<file path="config.mk">
export PLATFORM = sky130hd
export DESIGN_NAME = vx_wb_arbiter
export DESIGN_NICKNAME = d
export VERILOG_FILES = /design/src/rtl/vx_wb_arb_pkg.sv /design/src/rtl/vx_rr_lock_arbiter.sv /design/src/rtl/vx_wb_arbiter.sv
export SDC_FILE = /design/constraint.sdc
export NUM_CORES = 1
export LEC_CHECK = 0
export CORE_AREA = 4 4 475 477
export CTS_BUF_LIST = sky130_fd_sc_hd__clkbuf_16
export DETAILED_ROUTE_END_ITERATION = 10
export DIE_AREA = 0 0 479 481
export PLACE_DENSITY = 0.3
export SETUP_SLACK_MARGIN = 0.2
export SLEW_MARGIN = 20
export SYNTH_ARGS = -nofsm -noshare
export SYNTH_HDL_FRONTEND = slang
export SYNTH_HIERARCHICAL = 1
export SYNTH_SLANG_ARGS = --single-unit
</file>
<file path="constraint.sdc">
create_clock -name clk -period 5.19 [get_ports clk]
set_input_delay 0.7785 -clock clk [delete_from_list [all_inputs] [get_ports clk]]
set_output_delay 0.7785 -clock clk [all_outputs]
set_load 0.02 [all_outputs]
</file>
<file path="src/rtl/vx_wb_arb_pkg.sv">
// rtl/vx_wb_arb_pkg.sv - shared constants, beat struct and helpers for the writeback arbiter
package vx_wb_arb_pkg;

  localparam int NUM_REQS    = 6;
  localparam int NUM_THREADS = 4;
  localparam int NW_BITS     = 2;
  localparam int XLEN        = 32;
  localparam int NR_BITS     = 5;

  localparam int IDX_W  = $clog2(NUM_REQS);
  localparam int DATA_W = NUM_THREADS * XLEN;

  // Commit source positions on the request vectors
  localparam int SRC_ALU = 0;
  localparam int SRC_LD  = 1;
  localparam int SRC_CSR = 2;
  localparam int SRC_SAU = 3;
  localparam int SRC_FPU = 4;
  localparam int SRC_GPU = 5;

  function automatic int cmt_size_w(input int n_threads);
    return $clog2(n_threads + 1);
  endfunction

  localparam int CMT_W = cmt_size_w(NUM_THREADS);

  typedef struct packed {
    logic [NW_BITS-1:0]     wid;
    logic [31:0]            pc;
    logic [NUM_THREADS-1:0] tmask;
    logic                   wb;
    logic [NR_BITS-1:0]     rd;
    logic [DATA_W-1:0]      data;
    logic                   eop;
  } beat_t;

  localparam logic [IDX_W:0] NREQ_EXT = (IDX_W + 1)'(NUM_REQS);

  // Reduce an index sum (both operands < NUM_REQS) modulo NUM_REQS
  function automatic logic [IDX_W-1:0] rr_wrap(input logic [IDX_W:0] s);
    return (s >= NREQ_EXT) ? IDX_W'(s - NREQ_EXT) : IDX_W'(s);
  endfunction

  function automatic logic [CMT_W-1:0] popcount(input logic [NUM_THREADS-1:0] m);
    logic [CMT_W-1:0] cnt;
    cnt = '0;
    for (int i = 0; i < NUM_THREADS; i++) cnt = cnt + CMT_W'(m[i]);
    return cnt;
  endfunction

endpackage

</file>
<file path="src/rtl/vx_rr_lock_arbiter.sv">
// rtl/vx_rr_lock_arbiter.sv - round-robin grant with packet lock
module vx_rr_lock_arbiter
  import vx_wb_arb_pkg::*;
(
  input  logic                 clk,
  input  logic                 reset,
  input  logic [NUM_REQS-1:0]  valid,
  input  logic [NUM_REQS-1:0]  eop,
  input  logic                 load,
  output logic [NUM_REQS-1:0]  grant,
  output logic [IDX_W-1:0]     grant_idx,
  output logic                 fire
);

  logic [IDX_W-1:0] rr_ptr;
  logic [IDX_W-1:0] lock_idx;
  logic             locked;
  logic [IDX_W-1:0] cand;
  logic             found;

  // Pick the winner: locked owner only, else first valid scanning from rr_ptr
  always_comb begin
    grant     = '0;
    grant_idx = rr_ptr;
    cand      = rr_ptr;
    found     = 1'b0;
    if (locked) begin
      grant_idx = lock_idx;
      found     = valid[lock_idx];
    end else begin
      for (int k = 0; k < NUM_REQS; k++) begin
        cand = rr_wrap({1'b0, rr_ptr} + (IDX_W + 1)'(k));
        if (!found && valid[cand]) begin
          found     = 1'b1;
          grant_idx = cand;
        end
      end
    end
    fire = found & load;
    if (fire) grant[grant_idx] = 1'b1;
  end

  // Lock on a non-final beat; advance the pointer past the owner on its final beat
  always_ff @(posedge clk or negedge reset) begin
    if (!reset) begin
      rr_ptr   <= '0;
      lock_idx <= '0;
      locked   <= 1'b0;
    end else if (fire) begin
      if (eop[grant_idx]) begin
        rr_ptr <= rr_wrap({1'b0, grant_idx} + (IDX_W + 1)'(1));
        locked <= 1'b0;
      end else begin
        locked   <= 1'b1;
        lock_idx <= grant_idx;
      end
    end
  end

endmodule

</file>
<file path="src/rtl/vx_wb_arbiter.sv">
// rtl/vx_wb_arbiter.sv - writeback port arbiter with registered output; optional WB_ARB_PERF_EN perf counters
module vx_wb_arbiter
  import vx_wb_arb_pkg::*;
(
  input  logic                            clk,
  input  logic                            reset,
  input  logic [NUM_REQS-1:0]             req_valid,
  output logic [NUM_REQS-1:0]             req_ready,
  input  logic [NUM_REQS*NW_BITS-1:0]     req_wid,
  input  logic [NUM_REQS*32-1:0]          req_pc,
  input  logic [NUM_REQS*NUM_THREADS-1:0] req_tmask,
  input  logic [NUM_REQS-1:0]             req_wb,
  input  logic [NUM_REQS*NR_BITS-1:0]     req_rd,
  input  logic [NUM_REQS*DATA_W-1:0]      req_data,
  input  logic [NUM_REQS-1:0]             req_eop,
  input  logic                            wb_stall,
  output logic                            wb_valid,
  output logic [NW_BITS-1:0]              wb_wid,
  output logic [31:0]                     wb_pc,
  output logic [NUM_THREADS-1:0]          wb_tmask,
  output logic [NR_BITS-1:0]              wb_rd,
  output logic [DATA_W-1:0]               wb_data,
  output logic                            wb_eop,
  output logic                            cmt_valid,
`ifdef WB_ARB_PERF_EN
  output logic [CMT_W-1:0]                cmt_size,
  output logic [31:0]                     perf_conflict_cnt,
  output logic [31:0]                     perf_stall_cnt
`else
  output logic [CMT_W-1:0]                cmt_size
`endif
);

  logic             load;
  logic             fire;
  logic [IDX_W-1:0] grant_idx;
  beat_t            win;

  assign load = ~(wb_valid & wb_stall);

  vx_rr_lock_arbiter u_arb (
    .clk       (clk),
    .reset     (reset),
    .valid     (req_valid),
    .eop       (req_eop),
    .load      (load),
    .grant     (req_ready),
    .grant_idx (grant_idx),
    .fire      (fire)
  );

  // Select the winning source's beat fields
  always_comb begin
    win       = '0;
    win.wid   = req_wid[int'(grant_idx)*NW_BITS +: NW_BITS];
    win.pc    = req_pc[int'(grant_idx)*32 +: 32];
    win.tmask = req_tmask[int'(grant_idx)*NUM_THREADS +: NUM_THREADS];
    win.wb    = req_wb[grant_idx];
    win.rd    = req_rd[int'(grant_idx)*NR_BITS +: NR_BITS];
    win.data  = req_data[int'(grant_idx)*DATA_W +: DATA_W];
    win.eop   = req_eop[grant_idx];
  end

  // Output stage: beat fields hold under stall, commit count is refreshed every cycle
  always_ff @(posedge clk or negedge reset) begin
    if (!reset) begin
      wb_valid  <= 1'b0;
      wb_wid    <= '0;
      wb_pc     <= '0;
      wb_tmask  <= '0;
      wb_rd     <= '0;
      wb_data   <= '0;
      wb_eop    <= 1'b0;
      cmt_valid <= 1'b0;
      cmt_size  <= '0;
    end else begin
      cmt_valid <= fire;
      cmt_size  <= fire ? popcount(win.tmask) : '0;
      if (load) begin
        wb_valid <= fire & win.wb;
        if (fire) begin
          wb_wid   <= win.wid;
          wb_pc    <= win.pc;
          wb_tmask <= win.tmask;
          wb_rd    <= win.rd;
          wb_data  <= win.data;
          wb_eop   <= win.eop;
        end
      end
    end
  end

`ifdef WB_ARB_PERF_EN
  // Count contention cycles and downstream back-pressure cycles
  always_ff @(posedge clk or negedge reset) begin
    if (!reset) begin
      perf_conflict_cnt <= '0;
      perf_stall_cnt    <= '0;
    end else begin
      if (load && ($countones(req_valid) > 1)) perf_conflict_cnt <= perf_conflict_cnt + 32'd1;
      if (wb_valid && wb_stall)                perf_stall_cnt    <= perf_stall_cnt + 32'd1;
    end
  end
`endif

endmodule

</file>
==> results <==
-- power groups by stage --
stage	sequential, uW	clock, uW	combinational (uW)
floorplan	3600	0	15300
global placement	3040	0	26600
detailed placement	3050	0	26500
CTS	3040	1690	26900
global route	3110	1700	28600
finish	2990	1530	26300
-- flip-flops by register name, indices dropped and copies added (netlist names) --
name            cells
wb_wid              2
wb_pc              32
u_arb/rr_ptr        3
wb_rd               5
u_arb/locked        1
cmt_size            3
u_arb/lock_idx      3
wb_tmask            4
cmt_valid           1
wb_valid            1
wb_data           128
wb_eop              1
-- Yosys cell counts, drive strengths merged, types with 2 or more instances --
cell	number	area (sq um)
mux4	170	3830
buf	67	479
or3	2	17.5
o221ai	2	23.8
nand3	11	55.1
o21ai	174	875
clkbuf	77	309
o211ai	7	57.6
a21oi	13	68.8
nor4b	3	47.5
inv	16	65.1
a211o	2	17.5
nor3b	4	30.0
a22oi	3	22.5
nor3	7	51.3
nor2b	172	1080
dfrtp	184	4600
nor4	3	18.8
nand4	2	12.5
or2	4	25.0
mux2	12	143
o22a	173	1520
a21bo	4	40.0
a21o	7	53.8
and2	5	31.3
a31oi	3	40.0
nand2b	4	25.0
xnor2	7	76.3
mux2i	191	1930
nor2	13	51.3
o31ai	2	20.0
ha	11	138
nand2	18	72.6
o22ai	7	50.1
-- through the flow --
stage / instances / util, % / hold WS [ns]
detailed placement: 5589 / 14.8 / 0.496
global placement: 5589 / 14.8 / 0.492
global route: 5634 / 15.2 / 0.0974
finish: 5653 / 15.2 / 0.132
CTS: 5626 / 15.1 / 0.0811
floorplan: 1403 / - / 0.483
-- critical path, delay by kind of cell (launching register included) --
| family | cells | cell delay, ns |
|---|---|---|
| simple gates | 4 | 0.81 |
| mux | 2 | 0.52 |
| flops | 1 | 0.45 |
| compound gates | 3 | 0.74 |
| buf+inv | 7 | 0.92 |
-- final timing paths --
kind,slack (ns),end,start
worst max-delay path,0.40,req_ready[1],u_arb/rr_ptr[0]
worst min register to register,0.51,wb_data[108],wb_data[108]
worst max register to register,0.45,cmt_size[1],u_arb/rr_ptr[0]
min in group clk,0.51,wb_data[108],wb_data[108]
max in group asynchronous,4.06,wb_data[51],reset
worst min-delay path,0.13,wb_data[16],reset
-- cell families (layout without fill, tap and decap cells) --
group           Yosys count  count (layout)  synth area share (%)
compound gates          414             414                  18.4
mux                     373             373                  36.6
simple gates            252             252                  9.61
flops                   184             184                  28.6
buf+inv                 160            1413                  5.29
fa+ha+maj                12              12                 0.978
xor+xnor                  8               8                 0.528
other cells               0              22                     0
-- layer usage --
metal | vias to the layer above | wire [um] | share of wire, % | GRT usage, %
met5 | - | 521 | 0.31 | 0
met4 | 82 | 3150 | 1.9 | 2.48
met1 | 9065 | 68600 | 40 | 16.7
met2 | 983 | 80400 | 47 | 24.0
met3 | 238 | 16900 | 9.9 | 6.29
li1 | 8043 | - | - | -
-- layout make-up --
cell class | count | share of cell area [%]
sequential | 184 | 13.6
clock inverter | 15 | 0.522
tap | 2975 | 11.0
multi-input combinational | 1059 | 32.5
antenna | 22 | 0.163
timing repair buffer | 1365 | 40.6
inverter | 16 | 0.267
clock buffer | 17 | 1.26
-- repair_timing --
item | 4_1_cts | 5_1_grt
buffers inserted | 5 | 5
setup endpoints to repair | 7 | 7
pin swaps | 8 | 16
gates resized for setup | 30 | 32
==> flow_metrics.py <==
metrics = {
    "die": {
        "io_pins": 1230,
        "core-area_sq_um": 221000,
        "die-area_sq_um": 230000,
        "rows": 173,
        "die_h_um": 481,
        "start_util_pct": 7.28,
        "die_w_um": 479,
    },
    "global_routing": {
        "grt_pass1_vias": 19900,
        "overflow": 0,
        "grt_pass1_wl_um": 214000,
        "groute.usage.overall_pct": 14.2,
        "antenna_found_initial": 134,
        "grt_max_degree": 83,
    },
    "detailed_routing": {
        "routed_wl_um": 170000,
        "drc": 0,
        "wl_per_cell_um": 30.0,
        "vias": 18400,
        "firstDrtPassIters": 5,
        "via_per_inst": 3.26,
        "ant_nets": 0,
        "dr.first_iter.drc_count": 761,
    },
    "sta": {
        "min_period_over_period_pct": 92.2,
        "hold_viol_final": 0,
        "min_period_ns": 4.79,
        "fin_setup_tns_ns": 0,
        "grt_setup_unrepaired": "true",
        "drv_slew": 0,
        "setup_viol": 0,
        "fmax_mhz": 209,
        "worst_slew_margin_rel_pct": 44.9,
        "clock_skew_ns": 0.0294,
        "worstMarginPinSlew_ns": 0.823,
        "fin_ws_ns": 0.404,
    },
    "clock_tree": {
        "cts_root_buf": "clkbuf_16",
        "clock_sinks": 184,
        "cts_buffers": 17,
        "clk_pin_slew_worst_paths_ns": 0.09,
        "cts_tree": "built",
        "cts_hold_buffers": 0,
        "cts_buffer_depth": 2,
        "htree_levels": 4,
        "clkLatencyLatePin_ns": 0.56,
    },
    "worst_setup_path": {
        "critPathMaxFanout": 18,
        "critical_path_class": "register to primary output",
        "crit_path_end_kind": "primary output",
        "required_ns": 4.41,
        "critical_path_arrival_ns": 4.01,
        "start_kind": "register",
        "r2r_cells": 17,
        "cpMostUsedCell": "buf_12",
        "critical_path.max_stage_delay_ns": 0.45,
        "cp_cell_sequence": "buf_4 > buf_6 > mux2_4 > or3_4 > a31oi_4 > nor2_4 > mux2i_1 > a211o_1 > o211a_4 > nor2_4 > buf_12 > inv_8 > buf_4 > buf_12 > nor3_4 > buf_12",
        "crit_slowest_cell": "dfrtp_2",
    },
    "status": {
        "outcome": "completed",
    },
    "logic_synthesis": {
        "synth_seq_cells": 184,
        "synth-edff-count": 0,
        "ys_warn_count": 6,
        "synth_ff_type": "dfrtp_1",
        "synth_nets": 2462,
        "synth_cells": 1403,
        "synth.avg_cell_area_sq_um": 11.5,
        "synth_cell_types": 87,
        "async_flop_share_pct": 100,
        "ys_seq_area_share_pct": 28.6,
        "syn_area_sq_um": 16100,
    },
    "power_and_ir_drop": {
        "leakagePower_uw": 0.0119,
        "total_power_uw": 30800,
        "p_comb_share_pct": 85.3,
        "p_seq_share_pct": 9.7,
        "switching_share_pct": 49.7,
        "ir_drop_uv": 769,
        "p_sw_uw": 15300,
        "powerDensity_nw_per_um2": 913,
        "internal_power_uw": 15500,
        "clock_power_share_pct": 5.0,
    },
    "place": {
        "gp_congestion": 0.855,
        "dpl_cell_area_sq_um": 32700,
        "hpwl_um": 149000,
        "post-place-ws_ns": -0.0478,
        "port_buffers": 1229,
    },
    "layout": {
        "fin_nets": 3702,
        "design_area_sq_um": 33800,
        "ff_latch_area_sq_um": 4610,
        "fillers": 25000,
        "layout-drive-gt1-share_pct": 16.6,
        "multiInputGateArea_sq_um": 11000,
        "final_common_cell": "clkdlybuf4s50_1",
        "most-common-layout-cells": "1,222 x clkdlybuf4s50_1, 183 x mux2i_1, 182 x dfrtp_1",
        "area_growth_pct": 110,
    },
    "job": {
        "max_cap_violations": 0,
    },
    "worst_hold_path": {
        "hold_class": "primary input to asynchronous set/reset pin",
    },
}
(Power assumes the default switching activity.)
